`src/rtl/data_memory_controller.sv`:
```
// Data memory controller for the MEM stage.
// Turns a level load/store request into a sequenced RAM access. The pipeline
// stays stalled until the access completes. Sub-word stores are lane-replicated
// with byte enables. Loads are lane-selected and then sign- or zero-extended.
// Handshake: a request (memory_read/memory_write) is a level that the MEM stage
// holds until it sees stall low. The cycle in which stall drops is the final
// cycle of that instruction, so a request seen there is the same instruction
// and is ignored.
module data_memory_controller #(
  parameter int RAM_ADDR_WIDTH = 10,
  parameter int RAM_LATENCY    = 1
) (
  input  logic                      clock,
  input  logic                      reset,
  input  logic                      memory_read,
  input  logic                      memory_write,
  input  logic [2:0]                funct3,
  input  logic [31:0]               address,
  input  logic [31:0]               write_data,
  output logic [31:0]               read_data,
  output logic                      stall,
  output logic                      memory_fault,
  output logic [RAM_ADDR_WIDTH-1:0] ram_address,
  output logic                      ram_write_enable,
  output logic [3:0]                ram_byte_enable,
  output logic [31:0]               ram_write_data,
  input  logic [31:0]               ram_read_data,
  output logic [1:0]                o_dbg_state
);

  typedef enum logic [1:0] {
    S_IDLE      = 2'd0,
    S_ACCESS    = 2'd1,
    S_READ_WAIT = 2'd2,
    S_DONE      = 2'd3
  } state_t;

  state_t      r_state;
  state_t      w_next;
  logic [31:0] r_addr;
  logic [31:0] r_wdata;
  logic [2:0]  r_f3;
  logic        r_is_write;
  logic [2:0]  r_count;
  logic [31:0] r_read_data;

  logic        w_req;
  logic        w_fault_cond;
  logic        w_fault;
  logic        w_accept;
  logic [3:0]  w_be;
  logic [7:0]  w_lane_b;
  logic [15:0] w_lane_h;
  logic [31:0] w_load_ext;
  logic        w_unused_addr;

  assign w_req    = memory_read | memory_write;
  assign w_fault  = (r_state == S_IDLE) && w_req && w_fault_cond;
  assign w_accept = (r_state == S_IDLE) && w_req && !w_fault_cond;

  // Misalignment and illegal size codes, checked on the live request.
  always_comb begin
    w_fault_cond = 1'b0;
    case (funct3)
      3'b000, 3'b100: w_fault_cond = 1'b0;
      3'b001, 3'b101: w_fault_cond = address[0];
      3'b010:         w_fault_cond = (address[1:0] != 2'b00);
      default:        w_fault_cond = 1'b1;
    endcase
  end

  // State register.
  always_ff @(posedge clock) begin
    if (reset) r_state <= S_IDLE;
    else       r_state <= w_next;
  end

  // Next state plus the stall and RAM write strobes.
  always_comb begin
    w_next           = r_state;
    stall            = 1'b0;
    ram_write_enable = 1'b0;
    ram_byte_enable  = 4'b0000;
    case (r_state)
      S_IDLE: begin
        if (w_accept) begin
          stall  = 1'b1;
          w_next = S_ACCESS;
        end
      end
      S_ACCESS: begin
        stall = 1'b1;
        if (r_is_write) begin
          ram_write_enable = 1'b1;
          ram_byte_enable  = w_be;
          w_next           = S_DONE;
        end else begin
          w_next = S_READ_WAIT;
        end
      end
      S_READ_WAIT: begin
        stall = 1'b1;
        if (r_count <= 3'd1) w_next = S_DONE;
      end
      S_DONE: begin
        w_next = S_IDLE;
      end
      default: w_next = S_IDLE;
    endcase
  end

  // Request capture, latency counter and load result register.
  always_ff @(posedge clock) begin
    if (reset) begin
      r_addr      <= '0;
      r_wdata     <= '0;
      r_f3        <= '0;
      r_is_write  <= 1'b0;
      r_count     <= '0;
      r_read_data <= '0;
    end else begin
      if (w_accept) begin
        r_addr     <= address;
        r_wdata    <= write_data;
        r_f3       <= funct3;
        r_is_write <= memory_write;
      end
      if (r_state == S_ACCESS && !r_is_write)
        r_count <= 3'(RAM_LATENCY);
      else if (r_state == S_READ_WAIT && r_count != 3'd0)
        r_count <= r_count - 3'd1;
      if (w_fault)
        r_read_data <= '0;
      else if (r_state == S_READ_WAIT && r_count <= 3'd1)
        r_read_data <= w_load_ext;
    end
  end

  // Byte enables and lane-replicated store data for the registered size.
  always_comb begin
    w_be           = 4'b1111;
    ram_write_data = r_wdata;
    case (r_f3[1:0])
      2'b00: begin
        w_be           = 4'b0001 << r_addr[1:0];
        ram_write_data = {4{r_wdata[7:0]}};
      end
      2'b01: begin
        w_be           = 4'b0011 << {r_addr[1], 1'b0};
        ram_write_data = {2{r_wdata[15:0]}};
      end
      default: begin
        w_be           = 4'b1111;
        ram_write_data = r_wdata;
      end
    endcase
  end

  // Lane select and extension of the returning RAM word.
  always_comb begin
    w_lane_b   = ram_read_data[7:0];
    w_lane_h   = ram_read_data[15:0];
    w_load_ext = ram_read_data;
    case (r_addr[1:0])
      2'b00: w_lane_b = ram_read_data[7:0];
      2'b01: w_lane_b = ram_read_data[15:8];
      2'b10: w_lane_b = ram_read_data[23:16];
      default: w_lane_b = ram_read_data[31:24];
    endcase
    if (r_addr[1]) w_lane_h = ram_read_data[31:16];
    case (r_f3)
      3'b000:  w_load_ext = {{24{w_lane_b[7]}}, w_lane_b};
      3'b001:  w_load_ext = {{16{w_lane_h[15]}}, w_lane_h};
      3'b100:  w_load_ext = {24'd0, w_lane_b};
      3'b101:  w_load_ext = {16'd0, w_lane_h};
      default: w_load_ext = ram_read_data;
    endcase
  end

  assign ram_address   = r_addr[RAM_ADDR_WIDTH+1:2];
  assign memory_fault  = w_fault;
  // A faulting cycle reports zero at once; the register is cleared on the edge.
  assign read_data     = w_fault ? 32'd0 : r_read_data;
  assign o_dbg_state   = r_state;
  assign w_unused_addr = &{1'b0, r_addr};

endmodule

```
`config.mk`:
```
export PLATFORM = sky130hd
export DESIGN_NAME = data_memory_controller
export DESIGN_NICKNAME = d
export VERILOG_FILES = /design/src/rtl/data_memory_controller.sv
export SDC_FILE = /design/constraint.sdc
export NUM_CORES = 1
export LEC_CHECK = 0
export BUFFER_PORTS_ARGS = -buffer_cell sky130_fd_sc_hd__buf_2
export CELL_PAD_IN_SITES_DETAIL_PLACEMENT = 0
export CELL_PAD_IN_SITES_GLOBAL_PLACEMENT = 1
export CORE_ASPECT_RATIO = 1.5
export CORE_UTILIZATION = 34
export DETAILED_ROUTE_END_ITERATION = 10
export GPL_TIMING_DRIVEN = 0
export HOLD_SLACK_MARGIN = 0.05
export MAX_ROUTING_LAYER = met4
export PLACE_DENSITY_LB_ADDON = 0.1
export SYNTH_ARGS = -nofsm -noshare
export SYNTH_HDL_FRONTEND = slang
export SYNTH_SLANG_ARGS = --single-unit
```
`constraint.sdc`:
```
create_clock -name clock -period 2.3 [get_ports clock]
set_input_delay 0.345 -clock clock [delete_from_list [all_inputs] [get_ports clock]]
set_output_delay 0.345 -clock clock [all_outputs]
set_load 0.005 [all_outputs]
```
# Word level (Yosys, flattened, before mapping)
# Index checks and enable logic that the tools add are counted.
# Widths: inputs -> output; s select.
# word_totals
ff_bits,85
inputBits,103
out_inout_bits,83
elab_cells,69
# classes
n_addsub,1
order_cmp,1
eq_ne,15
n_shift,2
n_mux,19
n_bitwise,1
n_reduce_logical,22
# ops
operator,count
$pmux 32 s4,1
$pmux 32 s2,1
$mux 32,1
$pmux 8 s3,1
$mux 16,1
$eq 3x3->1 const B,4
$reduce_or 2->1,5
$mux 4,2
$pmux 2 s4,1
$pmux 4 s2,1
$eq 2x1->1 const B,3
$eq 2x2->1 const B,3
$eq 3x1->1 const B,2
$logic_and 1x1->1,6
$logic_not 2->1,3
$logic_not 3->1,2
$mux 1,6
$mux 2,2
$ne 2x2->1 const B,2
$reduce_bool 2->1,2
$shl 1x2->4 const A,1
$shl 2x2->4 const A,1
$eq 3x2->1 const B,1
$le 3x1->1 const B,1
other kinds (7),8

# Logic depth before layout (Yosys ltp)
# depth
ltp_word,7
depth_mapped,8
mapped_depth_nobuf,7

# Least setup slack after synthesis
# Ideal clock, no wire load.
# synth_path
path_kind,flip-flop to output port
startpoint,"register r_state[0], in the netlist o_dbg_state[0]"
endpoint,output read_data[22]
arrival_time_ps,1533
required_time_ps,1955
path_slack_ps,422
path_stages_with_launch,7
n_path_buf,1
path_cell_list,dfxtp_1 -> inv_1 -> ha_1 -> o21a_1 -> or3b_4 -> clkbuf_1 -> and2_1
# synth_via
elab_chain_cells,4
# synth_rtl
item,line_no,text
start: declaration,38,state_t r_state;
start signal: assignment,75,else r_state <= w_next;
$logic_not 2->1,58,assign w_fault = (r_state == S_IDLE) && w_req && w_fault_cond;
$logic_and 1x1->1 (2 in a row),58,
$mux 32,183,assign read_data = w_fault ? 32'd0 : r_read_data;
end: declaration,20,"output logic [31:0] read_data,"
# Every way passes these cells.

# Worst setup path in the final report
# layout_path
startpoint,"register r_state[1], in the netlist o_dbg_state[1]"
endpoint,output read_data[7]
# The elaborated chain is that of the path after synthesis.

==> impl_results.md <==
- Outcome: completed
- Clk sinks: 85
- Inst Count DP: 883
- Slack of the worst reg-to-reg path: 0.29 ns
- Fraction of layout cells with a size suffix above 1: 39.5%
- Int Pwr: 3170 uW
- Setup Skew: 0.00468 ns
- Gpl congestion: 0.824
- Sequential Power Share: 36.8%
- Nets: 855
- Utilization after layout: 47.6%
- Critical path type: flop to primary output
- Global route overflow: 0
- Initial Util: 34.8%
- Total routed wirelength: 15200 um
- Final hold vios: 0
- Die extent in x: 96.3 um
- Total CTS buffers: 9
- HP Class: input pin to flop
- Non-filler cells, final: 910
- Post-synth EDFFs: 0
- Clk_lat worst skew: 0.34 ns
- ANT cells: 0
- Synth top area cells: dfxtp_1 (38%), nand2_1 (10%), a21oi_1 (6.5%)
- Core area: 13000 um^2
- Reg-to-Reg Start: o_dbg_state[1]
- First-pass GRT wire length: 23300 um
- Hold_ws: 0.238 ns
- DIE AREA: 13800 um^2
- Vias in the first global route: 4362
- Max_slew headroom: 62.3%
- Most common cell in the netlist: nand2_1
- Dpl ws: -0.0410 ns
- Worst Max-Slew Pin Slew: 0.566 ns
- DRT Pass-1 Iters: 4
- Residual DRC: 0
- Critical path arrival: 1.94 ns
- Final period util: 99.4%
- Maximum clock insertion buffer count: 2
- H-tree depth: 3
- Routed length per instance: 16.7 um
- Synth Warn #: 0
- Synth Register Bits: 85
- Sw Ratio: 31.5%
- FP Rows: 51
- Crit start category: flop
- Detailed Place HPWL: 11400 um
- Main synth FF type: dfxtp_1
- Initial DRC Count: 118
- Logic gate share of total power: 30.1%
- Worst reg2reg path depth: 6
- Mapped Cells: 560
- # setup viols final: 0
- Gr usage total: 23.3%
- Average size of a mapped cell: 8.09 um^2
- Endpoint, Worst Hold: r_addr[8]
- Synthesized Nets: 669
- Post-synth top cells: nand2_1 (123), dfxtp_1 (85), a21oi_1 (59), nor2_1 (45), and2_1 (32)
- Hold wc startpoint: address[8]
- Synth top area share: 37.5%
- Largest net degree at the start of global routing: 20
- RSZ-0062 raised after global routing: yes
- TritonCTS clock tree: yes
- Seq/Total Area, Yosys: 37.5%
- Post-synth cell types: 45
- Initial antenna violation count: 0
- Layout area overhead: 36.7%
- Setup_tns: 0 ns
- Critical path fanouts, max: 6
- Req. time, crit path: 1.96 ns
- PD cells: 748 nW/um^2
- Synth area leader: dfxtp_1
- Worst Setup End Kind: primary output
- Setup slack after layout: 0.0135 ns
- Max-Cap Viols: 0
- Final min period: 2.29 ns
- Asr flop ratio synth: 0%
- Hold path cells: 3
- Fin. max-slew vios: 0
- Clk root buf: clkbuf_16
- Post-Syn Area: 4530 um^2
- ANT nets after route: 0
- Port bufs: 164
- Capturing point of the worst reg2reg path: r_read_data[3]
- Via count: 4531
- VDD IR-drop max: 0.368 mV
- Fmax: 437 MHz
- Leak: 0.00271 uW
- Die Y-Extent: 143 um
- Vias per cell: 4.98
- Clk pin slew, worst setup/hold paths: 0.06 ns
- Num ports: 186
- Clock power frac: 33.1%
- Psw: 1460 uW
## state kept, by name, summed over array words and instances, names as in the netlist
name         cells
r_addr          12
r_read_data     32
o_dbg_state      2
r_is_write       1
r_f3             3
r_wdata         32
r_count          3
## kinds of logic after synthesis
family          Yosys count  synth area share (%)
buf+inv                  68                  8.14
fa+ha+maj                 6                  1.66
xor+xnor                  1                 0.193
simple gates            253                  27.1
compound gates          120                  18.4
flops                    85                  37.5
mux                      27                  6.96
## repair_timing
action,in CTS,in global routing
hold buffers,0,0
pin swaps,30,0
gates cloned,4,0
resized for setup,58,6
endpoints found under the setup margin,43,33
buffers inserted,6,2
## through the flow
step	cell area, um^2	power (uW)
detailed placement	5550	2940
global route	6190	4900
global placement	5550	2920
CTS	6160	4650
finish	6190	4630
floorplan	4530	2480
## layout make-up
class                   instances  area [um^2]
plain buffers                  58          368
clock buffers                  12          256
multi-input cells             408         2540
flip-flops and latches         85         1710
repair buffers                175         1020
fillers                      1377         6820
well taps                     159          199
inverters                       9         38.8
clock inverters                 4         55.1
## worst max-delay path: stages (launching register included)
cell and delay [ns]:
dfxtp_4 0.35, inv_4 0.06, ha_4 0.13, o21a_4 0.13, or3b_4 0.48, clkbuf_8 0.20
and2_4 0.14, buf_6 0.11
## worst max path at each step
stage | start | to | slack (ns) | cells past startpoint
5_1_grt | o_dbg_state[1] | read_data[7] | -0.02 | 7
3_3_place_gp | o_dbg_state[0] | read_data[7] | -0.01 | 7
6_report | o_dbg_state[1] | read_data[7] | 0.01 | 7
2_1_floorplan | o_dbg_state[0] | read_data[22] | 0.42 | 6
3_5_place_dp | o_dbg_state[0] | read_data[7] | -0.04 | 7
4_1_cts | o_dbg_state[1] | read_data[7] | -0.04 | 7
## power groups by stage
stage,registers (uW),logic (uW),clock network [uW]
floorplan,1710,774,0
global placement,1730,1190,0
detailed placement,1740,1200,0
CTS,1700,1380,1560
global route,1720,1550,1630
finish,1710,1390,1530
## per-layer routing
| metal | track usage, % | vias up | part of all wire, % |
|---|---|---|---|
| met5 | - | - | 0 |
| met4 | 5.03 | 0 | 1.1 |
| met3 | 3.92 | 12 | 4.8 |
| met2 | 42.8 | 129 | 54 |
| met1 | 25.8 | 2116 | 40 |
| li1 | - | 2274 | - |
## cell usage in the layout (no fill, tap or decap), types with 2 or more instances in the layout
master and count:
buf_2 159, nand2_1 123, dfxtp_1 83, a21oi_1 58
nor2_1 45, buf_4 30, clkbuf_1 19, buf_6 19
mux2_2 16, and2_1 16, and2_4 16, nor3_1 16
a211oi_1 16, or3_1 11, mux2i_1 9, o21ai_0 9
a22o_1 9, clkbuf_16 9, a221oi_2 8, inv_1 6
clkbuf_8 6, a211o_1 6, and3b_1 5, nor4_2 5
ha_1 5, nor2b_1 4, nand2b_1 3, inv_4 2
nand2b_4 2, or3b_4 2, mux4_2 2, a31oi_1 2
nor4_1 2, a2111oi_0 2, buf_8 2, dfxtp_4 2
Power figures use the tool's default switching activity.
